`config.mk`:
```
export PLATFORM = sky130hd
export DESIGN_NAME = sc_io_port
export DESIGN_NICKNAME = d
export VERILOG_FILES = /design/src/rtl/sc_io_port.sv
export SDC_FILE = /design/constraint.sdc
export NUM_CORES = 1
export LEC_CHECK = 0
export ABC_AREA = 1
export CAP_MARGIN = 10
export CELL_PAD_IN_SITES_DETAIL_PLACEMENT = 1
export CELL_PAD_IN_SITES_GLOBAL_PLACEMENT = 1
export CORE_UTILIZATION = 37
export DETAILED_ROUTE_END_ITERATION = 7
export PLACE_DENSITY_LB_ADDON = 0.05
export SYNTH_ARGS = -nofsm -noshare
export SYNTH_HDL_FRONTEND = slang
export SYNTH_SLANG_ARGS = --single-unit
```
`constraint.sdc`:
```
create_clock -name clock -period 14.87 [get_ports clock]
set_input_delay 4.461 -clock clock [delete_from_list [all_inputs] [get_ports clock]]
set_output_delay 4.461 -clock clock [all_outputs]
set_load 0.1 [all_outputs]
```
`src/rtl/sc_io_port.sv`:
```
// rtl/sc_io_port.sv - memory-mapped I/O port block: output latches, synchronized inputs, edge flags, cycle counter.
// Eight-word window at IO_BASE; reads are zero-wait combinational, writes land on the rising edge.
module sc_io_port #(
  parameter logic [31:0] IO_BASE     = 32'h00000080,
  parameter int          SYNC_STAGES = 2
) (
  input  logic        clock,
  input  logic        reset,
  input  logic [31:0] addr,
  input  logic [31:0] datain,
  input  logic        we,
  input  logic [31:0] in_port0,
  input  logic [31:0] in_port1,
  output logic [31:0] dataout,
  output logic        io_hit,
  output logic [31:0] out_port0,
  output logic [31:0] out_port1,
  output logic [31:0] out_port2
);

  localparam logic [2:0] R_OUT0 = 3'd0;
  localparam logic [2:0] R_OUT1 = 3'd1;
  localparam logic [2:0] R_OUT2 = 3'd2;
  localparam logic [2:0] R_IN0  = 3'd3;
  localparam logic [2:0] R_IN1  = 3'd4;
  localparam logic [2:0] R_EDGE = 3'd5;
  localparam logic [2:0] R_CNT  = 3'd6;
  localparam logic [2:0] R_CTRL = 3'd7;

  logic [31:0] out0_q, out1_q, out2_q;
  logic [31:0] cnt_q, cnt_d;
  logic [1:0]  edge_q, edge_d, edge_set, edge_clr;
  logic [1:0]  prev_q;
  logic        cnt_en_q, cnt_clr_q;
  logic [SYNC_STAGES-1:0][31:0] sync0_q, sync1_q;

  logic [2:0]  sel;
  logic        wr_en;
  logic [31:0] in0, in1;
  logic        unused_addr;

  assign io_hit      = (addr[31:5] == IO_BASE[31:5]);
  assign sel         = addr[4:2];
  assign wr_en       = we & io_hit;
  assign unused_addr = ^addr[1:0];

  assign in0 = sync0_q[SYNC_STAGES-1];
  assign in1 = sync1_q[SYNC_STAGES-1];

  // prev_q resets to 0, so a level already high at deassertion still yields one edge.
  assign edge_set = {in1[0], in0[0]} & ~prev_q;
  assign edge_clr = (wr_en && sel == R_EDGE) ? datain[1:0] : 2'b00;
  assign edge_d   = (edge_q & ~edge_clr) | edge_set;

  always_comb begin
    cnt_d = cnt_q;
    if (wr_en && sel == R_CNT) begin
      cnt_d = datain;
    end else if (cnt_clr_q) begin
      cnt_d = 32'h0;
    end else if (cnt_en_q) begin
      cnt_d = cnt_q + 32'h1;
    end
  end

  always_ff @(posedge clock or posedge reset) begin
    if (reset) begin
      sync0_q <= '0;
      sync1_q <= '0;
      prev_q  <= 2'b00;
      edge_q  <= 2'b00;
    end else begin
      sync0_q <= {sync0_q[SYNC_STAGES-2:0], in_port0};
      sync1_q <= {sync1_q[SYNC_STAGES-2:0], in_port1};
      prev_q  <= {in1[0], in0[0]};
      edge_q  <= edge_d;
    end
  end

  always_ff @(posedge clock or posedge reset) begin
    if (reset) begin
      out0_q    <= 32'h0;
      out1_q    <= 32'h0;
      out2_q    <= 32'h0;
      cnt_q     <= 32'h0;
      cnt_en_q  <= 1'b0;
      cnt_clr_q <= 1'b0;
    end else begin
      cnt_q     <= cnt_d;
      cnt_clr_q <= 1'b0;
      if (wr_en) begin
        case (sel)
          R_OUT0: out0_q <= datain;
          R_OUT1: out1_q <= datain;
          R_OUT2: out2_q <= datain;
          R_CTRL: begin
            cnt_en_q  <= datain[0];
            cnt_clr_q <= datain[1];
          end
          default: ;
        endcase
      end
    end
  end

  always_comb begin
    dataout = 32'h0;
    if (io_hit) begin
      case (sel)
        R_OUT0:  dataout = out0_q;
        R_OUT1:  dataout = out1_q;
        R_OUT2:  dataout = out2_q;
        R_IN0:   dataout = in0;
        R_IN1:   dataout = in1;
        R_EDGE:  dataout = {30'h0, edge_q};
        R_CNT:   dataout = cnt_q;
        R_CTRL:  dataout = {30'h0, cnt_clr_q, cnt_en_q};
        default: dataout = 32'h0;
      endcase
    end
  end

  assign out_port0 = out0_q;
  assign out_port1 = out1_q;
  assign out_port2 = out2_q;

endmodule

```
### Word level (Yosys, flattened, before mapping)

Cells that the tools add are included.

* latch bits: 0
* register bits: 262
* bits in read-only memories: 0
* logic and storage cells: 43
* memories kept: 0
* bits of input ports: 131
* RAM bits: 0

* reductions and logical operators: 8
* equality and inequality tests: 8
* bitwise logic cells: 6
* multiplexer cells: 8
* order comparisons: 0
* div/mod/pow operators: 0
* $mul: 0
* shift operators: 0
* $add $sub $neg: 1

Operators with widths (number)
* case mux 32 bit (8 select lines): 1
* two-way mux 32 bit: 4
* adder 32 x 1 -> 32 bit, second input constant: 1
* == test 27 x 3 -> 1 bit, second input constant: 1
* == test 3 bit, second input constant: 4
* AND reduction 2 bit: 4
* == test 3 x 2 -> 1 bit, second input constant: 2
* AND 2 bit: 2
* NOT 2 bit: 2
* == test 3 x 1 -> 1 bit, second input constant: 1
* logical NOT 3 bit: 1
* nonzero test 3 bit: 1
* logical AND 1 bit: 2
* two-way mux 1 bit: 2
* two-way mux 2 bit: 1
* OR 2 bit: 1
* AND 1 bit: 1

### Longest topological paths before layout

* word-level depth: 7
* depth in mapped cells: 13
* mapped depth without buffers: 12

### Least setup slack after synthesis

No wires, ideal clock.

* kind: input to output
* from: input addr[28]
* to: output dataout[26]
* setup slack: 2.746 ns
* path buffers: 1
* required time: 10.409 ns
* data arrival time: 7.663 ns
* stages on the path: 8
* cell sequence: nor2_1 -> nand2_1 -> nor2_1 -> nand2_1 -> nor2_1 -> clkbuf_1 -> o21ai_0 -> a21oi_1

* longest elaborated chain between the ends: 2

RTL lines
* from (decl): line 9 `input logic [31:0] addr,`
* == test 27 x 3 -> 1 bit: line 42 `assign io_hit = (addr[31:5] == IO_BASE[31:5]);`
* via io_hit: line 15 `output logic io_hit,`
* two-way mux 32 bit: line 108 `if (io_hit) begin`
* to (decl): line 14 `output logic [31:0] dataout,`

The timed path passes the listed nets, and every way through them passes these cells.

### Worst setup path in the final report

* from: input addr[3]
* to: output dataout[21]

* longest elaborated chain between the ends: 3
* elaborated cells between the ends (all ways): 10
* classes of those cells: 7 x eq/ne; 2 x mux; 1 x reduce/logical

RTL lines
* == test 3 bit, or another cell as far along: line 109 `case (sel)`
* case mux 32 bit (8 select lines) *: line 109
* two-way mux 32 bit *: line 108

Mark *: on every way between the ends. The rest lies on a longest branch, timed or not.

==> summary.txt <==
Finish
  – Area Overhead vs Synth: 35.7%
  – Area occupied by multi-input gates: 0.00399 mm^2
  – Nets: roughly 1,700
  – Reg area: around 0.0066 mm^2
  – Finished Core Util: 51.6%
  – Share of layout cells above drive strength 1: around 5.2%
  – Layout fillers: 3,383
  – Most frequent cells in the layout: nand2_1 (423), dfrtp_1 (262), clkdlybuf4s50_1 (256), nor2_1 (163), nand3_1 (105)
  – Finished Layout Cells: around 2,000
  – Most common cell after layout, fill and taps aside: nand2_1

GRT
  – Initial antenna violation count: 2
  – Remaining Overflow, GRT: 0
  – GRT Resource Usage Total: 27.6%
  – Maximum number of pins on one net before global-route repair: 121
  – Vias in the first global route: around 10,000
  – First-pass GRT wire length: ~63,000 um

Yosys
  – Yosys reg bits: between 200 and 300
  – Ys async rst share: 100%
  – Synthesized area: between 0.01 and 0.015 mm^2
  – Syn Area/Cell: 8.51 um^2
  – Post-synth EDFFs: 0
  – Top FF cell, synth: dfrtp_1
  – Synth cell types: 29
  – Sequential share of the synthesized area: between 50% and 60%
  – Post-synthesis net count: roughly 1,400
  – Cells after Synth: ~1,300
  – Yosys warnings: 0

Clock tree
  – Post_cts resized: 0
  – Post-CTS Setup Repair Bufs: 0
  – TritonCTS Buffers: 30
  – Skew-Pair Late Insertion Delay: around 600 ps
  – CTS tree: built
  – Max clock buf depth: 3
  – CTS Root Cell: clkbuf_16
  – Clock sinks: 262
  – CTS Hold Bufs: 0
  – Clock-pin slew on the worst setup and hold paths: ~60 ps
  – CTS H-Tree Depth: 1

Setup path
  – Crit-path max cell delay: roughly 1200 ps
  – Buf/Inv on CP: 5
  – Required time of the critical path: approximately 10,000 ps
  – Reg2Reg Depth: 5
  – Worst Path Arrival: a little over 8000 ps
  – Startpoint types: input pin
  – Critical path cell sequence: clkdlybuf4s50_1 -> inv_2 -> nor3_4 -> buf_4 -> inv_1 -> o21ai_0 -> a211oi_1 -> nor2_1 -> clkdlybuf4s50_1
  – Setup CP Type: in -> out
  – Worst Setup End Kind: primary output
  – CP dominant cell by count: clkdlybuf4s50_1
  – CP max-delay cell: clkdlybuf4s50_1
  – Critical path peak fanout: 33
  – Cell family with most CP delay: buffers and inverters
  – Worst path depth: 9

Floorplanning
  – Core area: between 0.02 and 0.03 mm^2
  – Die height: about 170 um
  – Initial Utilization: between 30% and 40%
  – Die footprint: between 0.03 and 0.04 mm^2
  – Row count: 62
  – Die Wd: ~170 um
  – Top-level port count: 260

Power and ir drop
  – P_leak: 6.69 nW
  – Pwr dens: 105 mW/mm^2
  – Max IR drop VDD: 96.7 uV

Timing
  – Setup_tns: 0 ps
  – Clock Skews: 40.3 ps
  – Finish-stage setup viols: 0
  – Tmin final: between 10,000 and 15,000 ps
  – Worst-margin pin slew: 1100 ps
  – Hold violation count in the final report: 0
  – Slew Viols, Final: 0
  – Hold_ws: between 300 and 400 ps
  – Max-Slew Margin vs Limit: between 20% and 30%
  – RSZ-0062 raised after global routing: no
  – Max Clock Freq: just under 80 MHz
  – Part of the cycle the worst path needs: between 80% and 90%

Routing
  – DR iter-0 viols: between 600 and 700
  – Drt pass-1 iters: 5
  – Post-DRT Antenna Nets: 0
  – WL per Instance: 21.3 um
  – Via density: 5.19
  – Post-route DRC: 0
  – Routed vias: 10,108
  – Final WL: around 41,000 um

Hold path
  – Worst hold path class: reg -> reg
  – Hold Crit Depth: 0

Placed design
  – Input/output buffers: between 200 and 300
  – Final GP Congestion: 0.906
  – DP Cell Count: ~1,900
  – Detailed placement HPWL: around 29,000 um

Run status
  – Status: complete, no violations

Job
  – Max-cap viol count: 0
==> worst reg2reg max path, delay by kind of cell, from the launching register on <==
| kind | cells | cell delay, ps |
|---|---|---|
| and+or+nand+nor | 4 | 1070 |
| DFF | 1 | 580 |
| buffers and inverters | 1 | 600 |
==> cells in the mapped netlist, drive strengths merged, types with 2 or more instances <==
cell type | count | area share, %
nand2 | 426 | 15
dfrtp | 262 | 59
nor2 | 165 | 5.6
o21ai | 121 | 5.5
nand3 | 105 | 4.8
inv | 76 | 2.6
clkbuf | 48 | 1.6
a211oi | 29 | 2.0
nand4 | 17 | 0.96
buf | 13 | 0.67
nor3 | 9 | 0.64
a21oi | 7 | 0.32
xor2 | 7 | 0.55
o21bai | 4 | 0.27
xnor2 | 3 | 0.24
o22ai | 2 | 0.11
==> per-stage QoR <==
| stage | area (um^2) | power (mW) | worst slack (ps) |
|---|---|---|---|
| after floorplan | 11100 | 0.778 | 2750 |
| after global placement | 14000 | 0.836 | 2300 |
| after detailed placement | 14000 | 0.838 | 2270 |
| after CTS | 15000 | 1.60 | 2250 |
| after global routing | 15000 | 1.63 | 2090 |
| final | 15000 | 1.58 | 2210 |
==> final timing paths <==
check                            from     endpoint  slack [ps]
setup reg to reg            cnt_clr_q    cnt_q[13]       12510
max in group asynchronous       reset      in0[30]        8920
hold / removal             sync1_q[2]       in1[2]         340
hold reg to reg            sync1_q[2]       in1[2]         340
min in group asynchronous       reset   sync0_q[8]        4460
setup / recovery              addr[3]  dataout[21]        2210
==> area by class of cell <==
type                       instances  area share [%]
antenna                            1          0.0167
clock buffer                      38            5.54
clock inverter                    17            1.28
inverter                          77            1.98
multi-input combinational        900            26.6
sequential                       262            43.7
tap                              384            3.20
timing repair buffer             270            17.8
==> registers in the layout, summed over array words and instances (netlist names) <==
name and count:
cnt_clr_q 1, cnt_en_q 1, cnt_q 32, edge_q 2, in0 32, in1 32
out_port0 32, out_port1 32, out_port2 32, prev_q 2, sync0_q 32, sync1_q 32
==> logic make-up after synthesis <==
group                      share of synthesized area (%)
xor gates and xnor gates                           0.792
buffers and inverters                               4.91
and+or+nand+nor                                     26.5
AOI/OAI and AO/OA                                   8.37
adders and majority gates                          0.113
DFF                                                 59.3
==> where the power goes <==
part           switching (mW)  internal [mW]
logic                  0.0507         0.0369
clock network           0.310          0.448
registers             0.00569          0.731
total                   0.366           1.22
==> layer usage <==
layer / vias to the layer above / routed length, um / part of all wire (%) / track usage [%]
met1: 5071 / 19300 / 47 / 39.3
li1: 4663 / - / - / -
met4: 2 / 1260 / 3.0 / 8.66
met5: - / 12 / 0.029 / 0
met2: 309 / 18100 / 44 / 41.6
met3: 63 / 2810 / 6.8 / 6.18
Power figures use the tool's default switching activity.
